File: src/rtl/mult8_pkg.sv
// Shared types and constants for the sequential 8x8 shift-add multiplier.
`timescale 1ns/1ps
package mult8_pkg;

  localparam int MULT8_W     = 8;
  localparam int MULT8_CNT_W = 3;
  localparam logic [MULT8_CNT_W-1:0] MULT8_LAST = 3'd7;

  typedef enum logic [1:0] {
    IDLE = 2'd0,
    RUN  = 2'd1,
    DONE = 2'd2
  } mult8_state_e;

endpackage

File: src/rtl/mult8_add_stage.sv
// Combinational 8-bit ripple-carry add (carry-in 0) returning sum and carry-out.
`timescale 1ns/1ps
module mult8_add_stage
  import mult8_pkg::*;
(
  input  logic [MULT8_W-1:0] x,
  input  logic [MULT8_W-1:0] y,
  output logic [MULT8_W-1:0] sum,
  output logic               cout
);

  logic [MULT8_W:0] carry;

  assign carry[0] = 1'b0;

  for (genvar i = 0; i < MULT8_W; i++) begin : g_fa
    assign sum[i]     = x[i] ^ y[i] ^ carry[i];
    assign carry[i+1] = (x[i] & y[i]) | (carry[i] & (x[i] ^ y[i]));
  end

  assign cout = carry[MULT8_W];

endmodule

File: src/rtl/mult8_seq.sv
// Sequential 8x8 unsigned shift-add multiplier with start/busy/done handshake.
// Optional abort input enabled by defining MULT8_ABORT_EN.
`timescale 1ns/1ps
module mult8_seq
  import mult8_pkg::*;
#(
  parameter int WIDTH = MULT8_W
)(
  input  logic               clk,
  input  logic               rst_n,
  input  logic               start,
  input  logic [WIDTH-1:0]   a,
  input  logic [WIDTH-1:0]   b,
  output logic               busy,
  output logic               done,
  output logic [2*WIDTH-1:0] product
`ifdef MULT8_ABORT_EN
  ,
  input  logic               abort
`endif
);

  mult8_state_e           state_q, state_d;
  logic [MULT8_CNT_W-1:0] count_q;
  logic [WIDTH-1:0]       mcand_q, hi_q, lo_q;
  logic [2*WIDTH-1:0]     product_q;
  logic                   load, finish;

  logic [WIDTH-1:0]       sum;
  logic                   cout;
  logic [WIDTH:0]         acc;
  logic [2*WIDTH-1:0]     shifted;

  mult8_add_stage u_add (
    .x    (hi_q),
    .y    (mcand_q),
    .sum  (sum),
    .cout (cout)
  );

  // Carry-out lands in hi[7] after the shift, so no partial-product bit is lost.
  assign acc     = lo_q[0] ? {cout, sum} : {1'b0, hi_q};
  assign shifted = {acc, lo_q[WIDTH-1:1]};

  always_comb begin
    state_d = state_q;
    load    = 1'b0;
    finish  = 1'b0;
    unique case (state_q)
      IDLE: begin
        if (start) begin
          load    = 1'b1;
          state_d = RUN;
        end
      end
      RUN: begin
`ifdef MULT8_ABORT_EN
        if (abort) begin
          state_d = IDLE;
        end else
`endif
        if (count_q == MULT8_LAST) begin
          finish  = 1'b1;
          state_d = DONE;
        end
      end
      DONE: begin
        if (start) begin
          load    = 1'b1;
          state_d = RUN;
        end else begin
          state_d = IDLE;
        end
      end
      default: state_d = IDLE;
    endcase
  end

  always_ff @(posedge clk or negedge rst_n) begin
    if (!rst_n) begin
      state_q   <= IDLE;
      count_q   <= '0;
      mcand_q   <= '0;
      hi_q      <= '0;
      lo_q      <= '0;
      product_q <= '0;
    end else begin
      state_q <= state_d;
      if (load) begin
        mcand_q <= a;
        hi_q    <= '0;
        lo_q    <= b;
        count_q <= '0;
      end else if (state_q == RUN) begin
        {hi_q, lo_q} <= shifted;
        count_q      <= count_q + 3'd1;
      end
      if (finish) begin
        product_q <= shifted;
      end
    end
  end

  assign busy    = (state_q == RUN);
  assign done    = (state_q == DONE);
  assign product = product_q;

endmodule

File: config.mk
export PLATFORM = sky130hd
export DESIGN_NAME = mult8_seq
export DESIGN_NICKNAME = d
export VERILOG_FILES = /design/src/rtl/mult8_pkg.sv /design/src/rtl/mult8_add_stage.sv /design/src/rtl/mult8_seq.sv
export SDC_FILE = /design/constraint.sdc
export NUM_CORES = 1
export LEC_CHECK = 0
export BUFFER_PORTS_ARGS = -buffer_cell sky130_fd_sc_hd__buf_2
export CAP_MARGIN = 20
export CORE_MARGIN = 2
export CORE_UTILIZATION = 40
export CTS_CLUSTER_SIZE = 12
export DETAILED_ROUTE_END_ITERATION = 12
export PLACE_DENSITY = 0.61
export RECOVER_POWER = 25
export SETUP_SLACK_MARGIN = 0.2
export SYNTH_ARGS = -nofsm -noshare
export SYNTH_HDL_FRONTEND = slang
export SYNTH_SLANG_ARGS = --single-unit
export TNS_END_PERCENT = 20
File: constraint.sdc
create_clock -name clk -period 3.5 [get_ports clk]
set_clock_uncertainty 0.05 [all_clocks]
set_input_delay 0.7 -clock clk [delete_from_list [all_inputs] [get_ports clk]]
set_output_delay 0.7 -clock clk [all_outputs]
set_load 0.1 [all_outputs]
==> metrics.md <==
| Metric | Value |
|---|---|
| CP required | 3.62 ns |
| Cells after DPL | 277 |
| Hpwl dp | 2470 um |
| Vias in the first global route | 1,331 |
| Filler instances | 445 |
| Hold WC Path Type | reg -> reg |
| R2R Setup Slk | -0.01 ns |
| Die W | 75.12 um |
| Total iterations of the first detailed-routing run | 4 |
| Main synth FF type | dfrtp_1 |
| Clock transition at path regs | 0.09 ns |
| Total global routing overflow | 0 |
| Ranking of synthesized cells by area | dfrtp_1 (56%), fa_1 (6.9%), nand2_1 (6.1%), o21ai_0 (5.4%), mux2_2 (3.9%) |
| GPL Wtd Cong | 0.6842 |
| Max Cap Viol | 1 |
| RR Startpoint | hi_q[0]$_DFFE_PN0P_ |
| Worst-Skew Late Latency | 0.30 ns |
| Worst setup path category | reg -> reg |
| Setup TNS | -0.02768 ns |
| Synth cell count leaders | dfrtp_1 (45), nand2_1 (33), o21ai_0 (22) |
| Via Count | 1,359 |
| H-tree lvl count | 2 |
| Leading area contributor after synthesis | dfrtp_1 |
| Hold_ws | 0.4254 ns |
| Layout area overhead | 16.45% |
| Final #Nets | 248 |
| Post-synthesis cell type count | 23 |
| Crit Reg-Reg Endpoint | product[14]$_DFFE_PN0P_ |
| Die height | 75.12 um |
| Minimum clock period | 3.515 ns |
| Fin cells | 287 |
| Total track usage | 15.55% |
| Post-Synthesis Net Count | 210 |
| First-pass GRT wire length | 6444 um |
| Drt wl/cell | 12.57 um |
| DRT iter0 DRCs | 81 |
| RSZ-0062 raised after global routing | true |
| Starting Density | 42.27% |
| PortBufs | 36 |
| Cts-stage hold buffer count | 0 |
| Die ar. | 5643 sq um |
| End of the critical path | product[14]$_DFFE_PN0P_ |
| Count of pins over their slew limit | 30 |
| I/O pins | 37 |
| CTS max path bufs | 2 |
| Critical Path Source Type | register |
| CP Max Fanout | 2 |
| Vias per std cell | 4.735 |
| Status | finished with violations |
| Crit end category | register |
| Slew margin rel. | -0.9542% |
| Final setup vio count | 2 |
| Least-Margin Pin Slew | 1.514 ns |
| Worst Setup SP | hi_q[0]$_DFFE_PN0P_ |
| EDFF count, synth | 0 |
| CTS sink count | 45 |
| Ratio of cells with drive above 1 in the final layout | 27.73% |
| # diodes | 0 |
| Number of placement rows | 25 |
| Antenna violations before repair | 0 |
| Drt total wl | 3607 um |
| Failing checks | max-capacitance violations, max-slew violations, negative setup slack |
| Worst R2R Path Depth | 12 |
| Mapped Area | 2023 sq um |
| Synth Instances | 181 |
| TritonCTS Buffers | 5 |
| Setup WS pre-CTS | -0.04697 ns |
| Drt drc | 0 |
| Crit path DAT | 3.64 ns |
| Fmax | 284.5 MHz |
| Final Cycle Share | 100.4% |
| Seq/Total Area, Yosys | 55.66% |
| #FFs+latches synth | 45 |
| Final hold vios | 0 |
| Post-synth top area share | 55.66% |
| Largest net degree at the start of global routing | 46 |
| Syn Area/Cell | 11.18 sq um |
| CORE AREA | 4786 sq um |
| Synth Warn # | 0 |
| Worst Slack Setup Final | -0.01467 ns |
| CTS tree | yes |
| Most numerous cell in the Yosys netlist | dfrtp_1 |
| FFs w/ async S/R, synth | 100.0% |
| Post-route ant nets | 0 |
| CTS Root Cell | clkbuf_8 |
worst max-delay path, cell delays in order, from the launching register on:
cell and delay, ns:
dfrtp_1 0.35, ha_1 0.14, inv_1 0.05, fa_2 0.33, fa_2 0.34, fa_2 0.34
fa_2 0.34, fa_2 0.34, fa_1 0.36, inv_1 0.07, fa_1 0.40, mux2i_1 0.19
o21ai_1 0.08
state kept, by name, summed over array words and instances (netlist names):
register,cells
count_q,3
hi_q,8
lo_q,8
mcand_q,8
product,16
state_q,2
worst min path at each step:
stage,startpoint,to,slack [ns],cells past startpoint
finish,product[12]$_DFFE_PN0P_,product[12]$_DFFE_PN0P_,0.43,2
global route,product[15]$_DFFE_PN0P_,product[15]$_DFFE_PN0P_,0.46,2
CTS,product[10]$_DFFE_PN0P_,product[10]$_DFFE_PN0P_,0.43,2
detailed placement,product[10]$_DFFE_PN0P_,product[10]$_DFFE_PN0P_,0.42,2
global placement,product[15]$_DFFE_PN0P_,product[15]$_DFFE_PN0P_,0.41,2
floorplan,rst_n,count_q[0]$_DFFE_PN0P_,0.35,0
metal layers:
layer / vias up / routed length, um / global-route usage [%]
li1: 682 / - / -
met3: 2 / 191 / 5.087
met5: - / 0 / 0
met4: 0 / 30 / 5.952
met2: 32 / 1518 / 21.73
met1: 643 / 1866 / 22.54
per-stage QoR:
step | util (%) | cell area (sq um)
5_1_grt | 49.23 | 2356
3_3_place_gp | 47.29 | 2263
6_report | 49.23 | 2356
3_5_place_dp | 47.29 | 2263
2_1_floorplan | - | 2036
4_1_cts | 49.18 | 2354
area by class of cell:
cell class / instances / area, sq um / area share [%]
clock buffers: 6 / 72.57 / 3.080
clock inverters: 2 / 10.01 / 0.4249
inverters: 16 / 60.06 / 2.549
multi-input cells: 109 / 783.3 / 33.24
flip-flops and latches: 45 / 1126 / 47.80
well taps: 67 / 83.83 / 3.558
repair buffers: 42 / 220.2 / 9.347
cells by family after synthesis:
| family | count (synthesis) | share of synthesized area [%] |
|---|---|---|
| AND/OR/NAND/NOR | 49 | 10.88 |
| flip-flops | 45 | 55.66 |
| AO/OA/AOI/OAI | 40 | 12.80 |
| buffers and inverters | 27 | 6.246 |
| multiplexers | 10 | 5.628 |
| adder cells (fa/ha/maj) | 10 | 8.782 |
placed cells by master (no fill, tap or decap), types with 3 or more instances in the layout:
master / count
mux2_2: 7
clkbuf_1: 3
nand2_1: 33
nand3_1: 7
dfrtp_1: 45
o2bb2ai_1: 8
fa_2: 5
ha_1: 3
inv_1: 16
clkbuf_8: 5
a22oi_1: 6
buf_2: 35
nor2_1: 3
buf_4: 5
o21ai_0: 21
repair_timing:
item	4_1_cts	5_1_grt
buffers inserted	1	0
resized for setup	1	0
pin swaps	2	1
setup endpoints to repair	2	6
Power is left out: the tool's default activity adds up to more than one toggle a clock period on the data nets, which glitch-free logic cannot reach.
